--- config.mk ---
export PLATFORM = sky130hd
export DESIGN_NAME = fmul_pipe
export DESIGN_NICKNAME = d
export VERILOG_FILES = /design/src/rtl/fmul_pipe.sv
export SDC_FILE = /design/constraint.sdc
export NUM_CORES = 2
export LEC_CHECK = 0
export CAP_MARGIN = 20
export CORE_ASPECT_RATIO = 0.75
export CORE_UTILIZATION = 64
export CTS_CLUSTER_SIZE = 40
export DETAILED_ROUTE_END_ITERATION = 6
export GPL_ROUTABILITY_DRIVEN = 0
export PLACE_DENSITY = 0.83
export SYNTH_ARGS = -nofsm -noshare
export SYNTH_HDL_FRONTEND = slang
export SYNTH_SLANG_ARGS = --single-unit
--- constraint.sdc ---
create_clock -name clk_i -period 12.2 [get_ports clk_i]
set_input_delay 3.05 -clock clk_i [delete_from_list [all_inputs] [get_ports clk_i]]
set_output_delay 3.05 -clock clk_i [all_outputs]
set_load 0.01 [all_outputs]
--- src/rtl/fmul_pipe.sv ---
// Three-stage floating-point multiplier with round-to-nearest-even, flush-to-zero,
// special-value handling, exception flags and a single global valid/ready stall.
module fmul_pipe #(
  parameter int EXP        = 8,
  parameter int MANT       = 23,
  parameter int DATA_WIDTH = 1 + EXP + MANT,
  parameter int BIAS       = 2 ** (EXP - 1) - 1
) (
  input  logic                  clk_i,
  input  logic                  rst_i,
  input  logic                  valid_i,
  output logic                  ready_o,
  input  logic [DATA_WIDTH-1:0] a_i,
  input  logic [DATA_WIDTH-1:0] b_i,
  output logic                  valid_o,
  input  logic                  ready_i,
  output logic [DATA_WIDTH-1:0] c_o,
  output logic [3:0]            flags_o
);

  localparam int PW = 2 * MANT + 2;
  localparam int EW = EXP + 2;
  localparam logic signed [EW-1:0] EXP_MAX  = EW'(2 ** EXP - 1);
  localparam logic signed [EW-1:0] EXP_ZERO = '0;

  typedef enum logic [1:0] {CLS_NORM, CLS_NAN, CLS_INF, CLS_ZERO} cls_t;

  // Handshake: operands transfer on valid_i & ready_o, results on valid_o & ready_i.
  // Every stage advances together whenever the output slot is empty or being taken.
  logic w_adv;
  logic r_valid;
  assign w_adv   = ready_i | ~r_valid;
  assign ready_o = w_adv | rst_i;

  // Operand decode and classification
  logic            w_sa, w_sb;
  logic [EXP-1:0]  w_ea, w_eb;
  logic [MANT-1:0] w_fa, w_fb;
  logic            w_a_nan, w_b_nan, w_a_inf, w_b_inf, w_a_zero, w_b_zero;
  cls_t            w_cls;
  logic            w_inv;
  logic [PW-1:0]   w_prod;
  logic [EW-1:0]   w_exp_sum;

  assign w_sa     = a_i[DATA_WIDTH-1];
  assign w_sb     = b_i[DATA_WIDTH-1];
  assign w_ea     = a_i[DATA_WIDTH-2:MANT];
  assign w_eb     = b_i[DATA_WIDTH-2:MANT];
  assign w_fa     = a_i[MANT-1:0];
  assign w_fb     = b_i[MANT-1:0];
  assign w_a_nan  = (&w_ea) & (|w_fa);
  assign w_b_nan  = (&w_eb) & (|w_fb);
  assign w_a_inf  = (&w_ea) & ~(|w_fa);
  assign w_b_inf  = (&w_eb) & ~(|w_fb);
  assign w_a_zero = ~(|w_ea);
  assign w_b_zero = ~(|w_eb);

  always_comb begin
    w_cls = CLS_NORM;
    w_inv = 1'b0;
    if (w_a_nan | w_b_nan | (w_a_inf & w_b_zero) | (w_a_zero & w_b_inf)) begin
      w_cls = CLS_NAN;
      w_inv = ~(w_a_nan | w_b_nan);
    end else if (w_a_inf | w_b_inf) begin
      w_cls = CLS_INF;
    end else if (w_a_zero | w_b_zero) begin
      w_cls = CLS_ZERO;
    end
  end

  assign w_prod    = PW'({1'b1, w_fa}) * PW'({1'b1, w_fb});
  assign w_exp_sum = EW'(w_ea) + EW'(w_eb) - EW'(BIAS);

  // Stage 1 registers
  logic            r1_valid, r1_inv, r1_sign;
  cls_t            r1_cls;
  logic [EW-1:0]   r1_exp;
  logic [PW-1:0]   r1_prod;

  // Normalise: product lies in [1,4), shift once if it reached [2,4)
  logic [MANT-1:0] w2_mant;
  logic            w2_g, w2_s;
  logic [EW-1:0]   w2_exp;

  always_comb begin
    if (r1_prod[PW-1]) begin
      w2_mant = r1_prod[2*MANT -: MANT];
      w2_g    = r1_prod[MANT];
      w2_s    = |r1_prod[MANT-1:0];
      w2_exp  = r1_exp + EW'(1);
    end else begin
      w2_mant = r1_prod[2*MANT-1 -: MANT];
      w2_g    = r1_prod[MANT-1];
      w2_s    = |r1_prod[MANT-2:0];
      w2_exp  = r1_exp;
    end
  end

  // Stage 2 registers
  logic            r2_valid, r2_inv, r2_sign, r2_g, r2_s;
  cls_t            r2_cls;
  logic [EW-1:0]   r2_exp;
  logic [MANT-1:0] r2_mant;

  // Round to nearest even, then range-check the rounded exponent
  logic                  w3_up, w3_carry, w3_inexact, w3_ovf, w3_unf;
  logic [MANT-1:0]       w3_mant;
  logic signed [EW-1:0]  w3_exp;
  logic [DATA_WIDTH-1:0] w3_c;
  logic [3:0]            w3_flags;

  assign w3_up               = r2_g & (r2_s | r2_mant[0]);
  assign {w3_carry, w3_mant} = {1'b0, r2_mant} + (MANT + 1)'(w3_up);
  assign w3_exp              = r2_exp + EW'(w3_carry);
  assign w3_inexact          = r2_g | r2_s;
  assign w3_ovf              = w3_exp >= EXP_MAX;
  assign w3_unf              = w3_exp <= EXP_ZERO;

  always_comb begin
    w3_c     = '0;
    w3_flags = '0;
    case (r2_cls)
      CLS_NAN: begin
        w3_c     = {1'b0, {EXP{1'b1}}, 1'b1, {(MANT - 1){1'b0}}};
        w3_flags = {r2_inv, 3'b000};
      end
      CLS_INF:  w3_c = {r2_sign, {EXP{1'b1}}, {MANT{1'b0}}};
      CLS_ZERO: w3_c = {r2_sign, {(EXP + MANT){1'b0}}};
      default: begin
        if (w3_ovf) begin
          w3_c     = {r2_sign, {EXP{1'b1}}, {MANT{1'b0}}};
          w3_flags = 4'b0101;
        end else if (w3_unf) begin
          w3_c     = {r2_sign, {(EXP + MANT){1'b0}}};
          w3_flags = 4'b0011;
        end else begin
          w3_c     = {r2_sign, w3_exp[EXP-1:0], w3_mant};
          w3_flags = {3'b000, w3_inexact};
        end
      end
    endcase
  end

  // Stage 3 (output) registers
  logic [DATA_WIDTH-1:0] r_c;
  logic [3:0]            r_flags;

  always_ff @(posedge clk_i) begin
    if (rst_i) begin
      r1_valid <= 1'b0; r1_inv <= 1'b0; r1_sign <= 1'b0; r1_cls <= CLS_NORM;
      r1_exp   <= '0;   r1_prod <= '0;
      r2_valid <= 1'b0; r2_inv <= 1'b0; r2_sign <= 1'b0; r2_cls <= CLS_NORM;
      r2_exp   <= '0;   r2_mant <= '0;  r2_g <= 1'b0;    r2_s <= 1'b0;
      r_valid  <= 1'b0; r_c <= '0;      r_flags <= '0;
    end else if (w_adv) begin
      r1_valid <= valid_i;
      r1_inv   <= w_inv;
      r1_sign  <= w_sa ^ w_sb;
      r1_cls   <= w_cls;
      r1_exp   <= w_exp_sum;
      r1_prod  <= w_prod;
      r2_valid <= r1_valid;
      r2_inv   <= r1_inv;
      r2_sign  <= r1_sign;
      r2_cls   <= r1_cls;
      r2_exp   <= w2_exp;
      r2_mant  <= w2_mant;
      r2_g     <= w2_g;
      r2_s     <= w2_s;
      r_valid  <= r2_valid;
      r_c      <= w3_c;
      r_flags  <= w3_flags;
    end
  end

  assign valid_o = r_valid;
  assign c_o     = r_c;
  assign flags_o = r_flags;

endmodule

==> results.tsv <==
metric	value	unit
worst-slew-pin-transition	1.202	ns
synth.net_count	3653	
core_area	38480	sq um
min_path_type	reg -> reg	
drc	0	
insertion_delay	0.44	ns
hold_violations	0	
synth_top_cell_by_area	fa_1	
hold_ws	0.4439	ns
fillCellCount	2947	
crit_path_end_kind	register	
synth_edf_count	0	
crit_path_max_incr_delay	1.16	ns
path_buf_inv	8	
antenna_found_initial	1	
hold_buffers	0	
first_pass_iters	6	
ys_async_sr_fraction	0	
clock_sinks	140	
worstSetupPathType	in -> reg	
critPathTopFamily	adder cells	
grtUsageTotal	0.3657	
die_y	173.6	um
worst_ep_arrival_time	11.30	ns
dp_hpwl	54370	um
setup_ws	1.188	ns
ys_warn_count	0	
avgRoutedWirePerCell	19.93	um
grt_max_degree	98	
maxCapViolations	0	
synth_common_cells	inv_1 (597), fa_1 (483), nand2_1 (416), and2_1 (255), ha_1 (197)	
finalCritPeriodShare	0.9026	
grt_setup_unrepaired	no	
rows	62	
initial_utilization	0.6527	
crit_fanout	21	
postCtsSetupRepairBufs	0	
syn_inst	2905	
syn_area	25110	sq um
clk_path_buf_depth	2	
slowest_stage	clkdlybuf4s50_1	
finalCriticalPeriod	11.01	ns
synth_seq_cells	140	
ant_nets	0	
clockRootBuffer	clkbuf_16	
numCtsBuffers	17	
drtIter0Drc	1866	
synth.top_cell.area_share	0.3850	
ios	106	
synthDistinctLibCells	66	
outcome	completed	
grt_pass1_wl	114100	um
relSlewSlack	0.1961	
finalMaxSlewViolations	0	
finalWirelength	68910	um
first_global_vias	22170	
cts_tree	built	
syn_area_per_cell	8.645	sq um
area_growth	8.395	%
yosys-top-cells-area	fa_1 (39%), dfxtp_1 (11%), ha_1 (9.8%)	
place_ws	1.032	ns
cp.required	12.49	ns
dieWidth	230.7	um
viasPerCell	5.867	
layout-drive-gt1-share	0.03023	
cts_resized	0	
finalSetupTns	0	ns
gr-total-overflow	0	
report.final.setup_viol	0	
dieArea	40040	sq um
path_clk_slew	0.05	ns
seq_area_frac_synth	0.1116	
synth_ff_type	dfxtp_1	
timing.fmax	90.81	MHz
htree_levels	4	
synthMostInstantiatedCell	inv_1	
nets	3680	
via_count	20280	
fin_skew	0.008042	ns
cp-start-kind	input pin	
io_buffers	105	
-- worst paths after layout --
kind | start | to | slack (ns) | cells past startpoint
worst max-delay path | a_i[8] | r1_prod[41] | 1.19 | 26
worst min-delay path | flags_o[2] | flags_o[2] | 0.44 | 2
worst max register to register | r2_s | c_o[14] | 7.24 | 17
worst min register to register | flags_o[2] | flags_o[2] | 0.44 | 2
-- layer usage --
metal  part of all wire  GRT usage
met2               0.45     0.5717
met3               0.11    0.09655
met1               0.39     0.4800
met4              0.047     0.1634
met5                  0          0
-- logic make-up after synthesis --
group | synth area share
AO/OA/AOI/OAI | 0.07912
XOR/XNOR | 0.02790
adder cells (fa/ha/maj) | 0.4832
buffers and inverters | 0.1109
flip-flops | 0.1116
multiplexers | 0.01036
AND/OR/NAND/NOR | 0.1769
-- worst register-to-register path, stage by stage, from the launching register on --
cell,delay (ns)
dfxtp_1,0.42
o21a_1,0.16
ha_1,0.19
nand3_1,0.15
nor2_1,0.26
and2_1,0.27
nand3_1,0.20
nor2_1,0.23
and3_1,0.34
ha_1,0.29
ha_1,0.26
inv_1,0.08
nor2_1,0.31
o21a_1,0.18
a21oi_1,0.07
o31ai_1,0.59
or3_1,0.59
o21ai_0,0.21
-- layout make-up --
type | count | area, sq um | share of cell area
Multi-Input combinational cell | 2023 | 19550 | 0.7181
Sequential cell | 140 | 2803 | 0.1030
Inverter | 600 | 2252 | 0.08274
Timing Repair Buffer | 150 | 1384 | 0.05084
Tap cell | 512 | 640.6 | 0.02353
Clock buffer | 20 | 446.7 | 0.01641
Clock inverter | 11 | 145.1 | 0.005332
Antenna cell | 1 | 2.502 | 0.00009193
-- flip-flops by register name, indices dropped and copies added, names as in the netlist --
| name | cells |
|---|---|
| r2_inv | 1 |
| r1_inv | 1 |
| r2_mant | 23 |
| r2_cls | 2 |
| r2_exp | 10 |
| r2_s | 1 |
| r1_cls | 2 |
| valid_o | 1 |
| flags_o | 4 |
| r1_sign | 1 |
| r2_valid | 1 |
| r1_valid | 1 |
| r2_g | 1 |
| c_o | 32 |
| r1_exp | 10 |
| r2_sign | 1 |
| r1_prod | 48 |
-- through the flow --
stage	std cells	utilization	cell area, sq um
4_1_cts	3456	0.7074	27220
5_1_grt	3456	0.7074	27220
3_5_place_dp	3425	0.6920	26630
6_report	3457	0.7075	27220
3_3_place_gp	3425	0.6920	26630
2_1_floorplan	2905	-	25110
-- layout by cell type, fill, tap and decap left out, types with 45 or more instances in the layout --
master and count:
a211oi_1 47, a21oi_1 96, and2_1 255, buf_4 45, clkdlybuf4s50_1 104, dfxtp_1 140, fa_1 483, ha_1 197
inv_1 597, nand2_1 416, nor2_1 131, o21ai_0 58, xnor2_1 47
Power is not shown: default switching activity piles up to over one toggle a cycle in this logic, so the estimate is an artifact.
